File: config.mk
export PLATFORM = sky130hd
export DESIGN_NAME = mem_port_arbiter
export DESIGN_NICKNAME = d
export VERILOG_FILES = /design/src/rtl/mem_port_arbiter.sv
export SDC_FILE = /design/constraint.sdc
export NUM_CORES = 1
export LEC_CHECK = 0
export ABC_AREA = 1
export BUFFER_PORTS_ARGS = -buffer_cell sky130_fd_sc_hd__buf_4
export CAP_MARGIN = 10
export CORE_ASPECT_RATIO = 0.9
export CORE_MARGIN = 1
export CORE_UTILIZATION = 40
export DETAILED_ROUTE_END_ITERATION = 10
export PLACE_DENSITY = 0.72
export SLEW_MARGIN = 0
export SYNTH_ARGS = -nofsm -noshare
export SYNTH_HDL_FRONTEND = slang
export SYNTH_SLANG_ARGS = --single-unit
File: constraint.sdc
create_clock -name clock -period 2.57 [get_ports clock]
set_input_delay 0.1285 -clock clock [delete_from_list [all_inputs] [get_ports clock]]
set_output_delay 0.1285 -clock clock [all_outputs]
set_load 0.03 [all_outputs]
File: src/rtl/mem_port_arbiter.sv
// Arbiter/sequencer sharing one fixed-latency single-ported memory between
// instruction fetch and data access, with pipeline stall generation.
module mem_port_arbiter #(
    parameter int unsigned LAT = 2
) (
    input  logic        clock,
    input  logic        reset,
    input  logic        if_req,
    input  logic [31:0] if_addr,
    output logic [31:0] if_rdata,
    output logic        if_valid,
    input  logic        d_rd,
    input  logic        d_wr,
    input  logic [31:0] d_addr,
    input  logic [31:0] d_wdata,
    output logic [31:0] d_rdata,
    output logic        d_valid,
    output logic        stall,
    output logic        mem_en,
    output logic        mem_we,
    output logic [31:0] mem_addr,
    output logic [31:0] mem_wdata,
    input  logic [31:0] mem_rdata
);

    localparam int unsigned   CW    = (LAT < 1) ? 1 : $clog2(LAT + 1);
    localparam logic [CW-1:0] LAT_C = CW'(LAT);
    localparam logic [CW-1:0] ONE_C = CW'(1);

    typedef enum logic [1:0] {S_IDLE, S_ISSUE, S_WAIT, S_RESP} state_t;
    typedef enum logic {OWN_IF, OWN_D} owner_t;

    state_t        r_state;
    state_t        w_state_nx;
    logic [CW-1:0] r_cnt;
    owner_t        r_owner;
    owner_t        r_last_grant;
    owner_t        w_grant_owner;
    logic          r_op_wr;
    logic [31:0]   r_addr;
    logic [31:0]   r_wdata;
    logic [31:0]   r_if_rdata;
    logic [31:0]   r_d_rdata;
    logic          w_d_req;
    logic          w_grant;
    logic          w_capture;

    // On contention the requester that did not win last time is granted.
    always_comb begin
        w_d_req       = d_rd | d_wr;
        w_grant       = 1'b0;
        w_grant_owner = OWN_IF;
        if (r_state == S_IDLE) begin
            if (if_req && w_d_req) begin
                w_grant       = 1'b1;
                w_grant_owner = (r_last_grant == OWN_IF) ? OWN_D : OWN_IF;
            end else if (w_d_req) begin
                w_grant       = 1'b1;
                w_grant_owner = OWN_D;
            end else if (if_req) begin
                w_grant       = 1'b1;
                w_grant_owner = OWN_IF;
            end
        end
    end

    assign w_capture = (r_state == S_WAIT) && (r_cnt == ONE_C);

    always_ff @(posedge clock) begin
        if (!reset) begin
            r_state <= S_IDLE;
        end else begin
            r_state <= w_state_nx;
        end
    end

    always_comb begin
        w_state_nx = r_state;
        mem_en     = 1'b0;
        mem_we     = 1'b0;
        if_valid   = 1'b0;
        d_valid    = 1'b0;
        case (r_state)
            S_IDLE: begin
                if (w_grant) w_state_nx = S_ISSUE;
            end
            S_ISSUE: begin
                mem_en     = 1'b1;
                mem_we     = r_op_wr;
                w_state_nx = r_op_wr ? S_RESP : S_WAIT;
            end
            S_WAIT: begin
                if (w_capture) w_state_nx = S_RESP;
            end
            S_RESP: begin
                if_valid   = (r_owner == OWN_IF);
                d_valid    = (r_owner == OWN_D);
                w_state_nx = S_IDLE;
            end
            default: w_state_nx = S_IDLE;
        endcase
    end

    always_ff @(posedge clock) begin
        if (!reset) begin
            r_cnt        <= '0;
            r_owner      <= OWN_IF;
            r_last_grant <= OWN_IF;
            r_op_wr      <= 1'b0;
            r_addr       <= '0;
            r_wdata      <= '0;
            r_if_rdata   <= '0;
            r_d_rdata    <= '0;
        end else begin
            if (w_grant) begin
                r_owner      <= w_grant_owner;
                r_last_grant <= w_grant_owner;
                if (w_grant_owner == OWN_D) begin
                    r_addr  <= d_addr;
                    r_wdata <= d_wdata;
                    r_op_wr <= d_wr;
                end else begin
                    r_addr  <= if_addr;
                    r_op_wr <= 1'b0;
                end
            end
            if (r_state == S_ISSUE && !r_op_wr) begin
                r_cnt <= LAT_C;
            end else if (r_state == S_WAIT) begin
                r_cnt <= r_cnt - ONE_C;
            end
            if (w_capture) begin
                if (r_owner == OWN_IF) r_if_rdata <= mem_rdata;
                else                   r_d_rdata  <= mem_rdata;
            end
        end
    end

    assign if_rdata  = r_if_rdata;
    assign d_rdata   = r_d_rdata;
    assign mem_addr  = r_addr;
    assign mem_wdata = r_wdata;
    assign stall     = (if_req & ~if_valid) | (w_d_req & ~d_valid);

endmodule

After elaboration in Yosys (flattened, before gate mapping)
Index checks and enable logic that the tools add are counted.
{"block": "classes", "addsub": 1, "mux": 20, "n_reduce_logical": 11, "n_eq_ne": 6, "bitwise": 8}
{"op": "$mux 32", "count": 1}
{"op": "$mux 1", "count": 14}
{"op": "$mux 2", "count": 4}
{"op": "$pmux 2 s4", "count": 1}
{"op": "$reduce_and 2->1", "count": 4}
{"op": "$eq 2x1->1 const B", "count": 2}
{"op": "$eq 2x2->1 const B", "count": 2}
{"op": "$ne 2x2->1 const B", "count": 2}
{"op": "$not 1->1", "count": 4}
{"op": "$logic_and 1x1->1", "count": 3}
{"op": "$and 1x1->1", "count": 2}
{"op": "$logic_not 2->1", "count": 1}
{"op": "$or 1x1->1", "count": 2}
{"op": "$reduce_bool 2->1", "count": 1}
{"op": "$reduce_or 2->1", "count": 1}
{"op": "$sub 2x1->2 const B", "count": 1}
{"op": "$logic_not 1->1", "count": 1}
{"block": "totals", "elab_cells": 55, "inputBits": 133, "regBits": 134}

Depth between registers and ports, before layout
{"block": "depth", "depth_word": 6, "mapped_depth": 10, "depth_no_buf": 7}

Least setup slack after synthesis
OpenSTA, ideal clock, no wires.
{"block": "synth_path", "kind": "register to register", "start": "register r_state[0]", "end": "register r_if_rdata[10] (netlist: if_rdata[10])", "required_ns": 2.505, "arrival_ns": 1.424, "slack_ns": 1.082, "period_less_slack_ns": 1.488, "n_path_buf": 2, "setup_ns": 0.065, "path_stages_with_launch": 10, "cell_sequence": "dfxtp_1 inv_1 ha_1 clkbuf_2 nand2_1 nor2_2 inv_1 clkbuf_1 nor2_1 nor2_1"}
{"block": "synth_between", "elab_chain_len": 3}
{"element": "start: declaration", "line_no": "33", "rtl": "state_t r_state;"}
{"element": "start signal: assignment", "line_no": "73", "rtl": "r_state <= w_state_nx;"}
{"element": "$eq 2x2->1", "line_no": "67", "rtl": "assign w_capture = (r_state == S_WAIT) && (r_cnt == ONE_C);"}
{"element": "$logic_and 1x1->1", "line_no": "67"}
{"element": "$reduce_and 2->1 (no source line)"}
{"element": "end signal: assignment", "line_no": "133", "rtl": "if (r_owner == OWN_IF) r_if_rdata <= mem_rdata;"}
{"element": "end: declaration", "line_no": "42", "rtl": "logic [31:0] r_if_rdata;"}
Every way passes these cells.
A chain may end at the register's enable or synchronous reset.

Worst setup path after layout
{"block": "layout_path", "start": "register r_state[0]", "end": "register r_d_rdata[12] (netlist: d_rdata[12])"}
{"block": "layout_between", "elab_chain_len": 3}
{"element": "$eq 2x2->1", "line_no": "67"}
{"element": "$logic_and 1x1->1", "line_no": "67"}
{"element": "$reduce_and 2->1 (no source line)"}
{"element": "end signal: assignment", "line_no": "134", "rtl": "else r_d_rdata <= mem_rdata;"}
{"element": "end: declaration", "line_no": "43", "rtl": "logic [31:0] r_d_rdata;"}
Every way passes these cells.

==> summary.md <==
| Metric | Value |
|---|---|
| H-tree Lvls | `4` |
| Failing checks | `design-rule violations` |
| TritonCTS buffer count | `17` |
| Clock-pin slew on the worst setup and hold paths | `50 ps` |
| Commonest cells in the netlist | `dfxtp_1, nor2_1, inv_1` |
| WL/cell | `13.5 um` |
| Clk_lat worst skew | `approximately 410 ps` |
| Syn. warnings | `0` |
| Syn nets | `896` |
| Synthesized flop and latch total | `134` |
| Worst path required time | `2850 ps` |
| Metal-1 WL | `7270 um` |
| Non-Filler Instances | `1269` |
| Die width | `125 um` |
| First-pass GRT wire length | `26900 um` |
| Slew Viols, Final | `0` |
| DR WL met3 | `1050 um` |
| Clk_skew | `6.53 ps` |
| Max clock buf depth | `2` |
| DP HPWL | `between 10000 and 15000 um` |
| Slew @ Worst Pin | `between 1000 and 1500 ps` |
| Synth Cell Area | `5490 um^2` |
| CP Class | `reg2reg` |
| Main synth FF type | `dfxtp_1` |
| # rows | `40` |
| Syn_area_per_cell | `7.24 um^2` |
| CTS tree | `built` |
| Reg2reg setup slack | `570 ps` |
| Vias/cell | `4.71` |
| Total power | `8.83 mW` |
| Diode count | `0` |
| FMAX | `~500 MHz` |
| Metal2 WL | `8310 um` |
| Synth cell types | `22` |
| Post-Route WL | `~17000 um` |
| Worst R2R Start | `r_state[0]` |
| Outcome | `finished with violations` |
| Worst hold-check path type | `in2reg` |
| CP Max Fanout | `32` |
| Total iterations of the first detailed-routing run | `8` |
| Nets | `1227` |
| Largest net degree at the start of global routing | `66` |
| Fin crit share | `77.8%` |
| Number of DRC markers in iteration 0 | `462` |
| Number of fill cells | `1084` |
| RSZ-0062 raised after global routing | `false` |
| Initial Util | `about two fifths` |
| IO Pins | `266` |
| Reg2reg end | `d_rdata[12]` |
| Post-CTS Setup Bufs | `0` |
| Clock root buffer | `clkbuf_16` |
| Critical path launch point | `r_state[0]` |
| Power Density | `980 nW/um^2` |
| Placed Cells incl. Taps | `about 1100` |
| Post-synth top area share | `about half` |
| Total number of vias | `about 6000` |
| R2R depth | `6` |
| Total die area | `between 10000 and 15000 um^2` |
| Sequential area share after synthesis | `48.9%` |
| Core area | `13400 um^2` |
| Slew headroom | `28.8%` |
| Leak | `4.46 nW` |
| Post-synth top area cell | `dfxtp_1` |
| Cell with the most instances after synthesis | `dfxtp_1` |
| Placer Congestion | `0.779` |
| Post-route minimum period | `2000 ps` |
| Cells after Synth | `758` |
| CTS Sinks | `~130` |
| Final hold vios | `0` |
| Placed instance area | `7520 um^2` |
| Final instance area | `9010 um^2` |
| Layout area overhead | `64.2%` |
| Top cells by area, synth | `dfxtp_1, nor2_1, inv_1` |
| Post-synth EDFFs | `0` |
| Worst setup EP type | `flop` |
| DRC errors left | `17` |
| Startpoint types | `flop` |
| Share of flip-flops with an asynchronous set or reset | `0%` |
| Vias in the first global route | `5351` |
| Peak VDD IR | `0.591 mV` |
| Final setup violation count | `0` |
| Final setup TNS | `0 ps` |
| Critical path destination | `d_rdata[12]` |
| Antenna violations before repair | `0` |
| Resize count post-CTS | `0` |
| Hold-fix buffers, CTS | `89` |
| Global route total overflow | `0` |
| Uppermost layer routed | `met4` |
| PortBufs | `265` |
| Total GRT Usage | `24.0%` |
| Die Y | `113 um` |
| MaxCap Viol Count | `0` |
| Crit path DAT | `2280 ps` |
| DRT antenna net count | `0` |
| Ratio of cells with drive above 1 in the final layout | `28.1%` |
-- per-stage QoR --
| step | util, % | worst slack, ps | hold slack (ps) |
|---|---|---|---|
| after floorplan | - | 1080 | 263 |
| after global placement | 56.3 | 630 | 362 |
| after detailed placement | 56.3 | 557 | 365 |
| after CTS | 67.4 | 537 | 0.441 |
| after global routing | 67.4 | 341 | 30.7 |
| final | 67.4 | 570 | 19.3 |
-- critical path: stages (launching register included) --
cell and delay [ps]:
dfxtp_1 350, inv_1 110, ha_1 290, nand3_2 500
buf_4 400, o21ai_0 160, a21oi_1 60
-- area by class of cell --
type / instances / area (um^2) / share of cell area, %
well taps: 168 / 210 / 2.33
clock inverters: 8 / 124 / 1.38
clock buffers: 23 / 468 / 5.20
multi-input cells: 458 / 2120 / 23.6
inverters: 113 / 424 / 4.71
repair buffers: 365 / 2980 / 33.0
flip-flops and latches: 134 / 2680 / 29.8
-- worst min path at each step --
stage                       startpoint            to  slack (ps)  depth (start not counted)
final                      if_addr[30]  mem_addr[30]          20                          5
after global routing       if_addr[13]  mem_addr[13]          30                          5
after CTS                  if_addr[30]  mem_addr[30]         0.4                          5
after detailed placement  mem_rdata[3]   if_rdata[3]         370                          3
after floorplan           mem_rdata[0]   if_rdata[0]         260                          2
after global placement    mem_rdata[8]   if_rdata[8]         360                          3
-- per-layer routing --
metal,global-route usage (%),up-vias
met5,0,-
met4,11.0,0
met3,6.86,36
met2,40.7,199
met1,28.1,2662
li1,-,3080
-- cells by family after synthesis --
group	count (synthesis)	share of synthesized area [%]
DFF	134	48.9
and+or+nand+nor	285	22.2
adders and majority gates	5	1.14
buffers and inverters	166	12.4
AOI/OAI and AO/OA	168	15.4
-- layout by cell type (no fill, tap or decap), drive strengths merged --
master and n:
buf 276, inv 113, clkinvlp 2, ha 5, nand2 82, a211oi 1, clkinv 3, nand3 39
o22ai 1, o21ai 98, dfxtp 134, nand4 32, bufinv 3, a21oi 68, clkbuf 23, dlygate4sd3 89
nor2 132
-- flip-flops by register name (all words and copies together) (netlist names) --
register	cells
r_cnt	2
r_last_grant	1
r_op_wr	1
mem_wdata	32
d_rdata	32
if_rdata	32
mem_addr	32
r_state	2
-- power breakdown --
group          leakage, nW  internal, mW  switching (mW)
combinational         3.08          1.32            2.29
clock                0.283          1.57           0.872
sequential            1.10          2.53           0.250
Note: power is estimated with default switching activity, not from simulation.
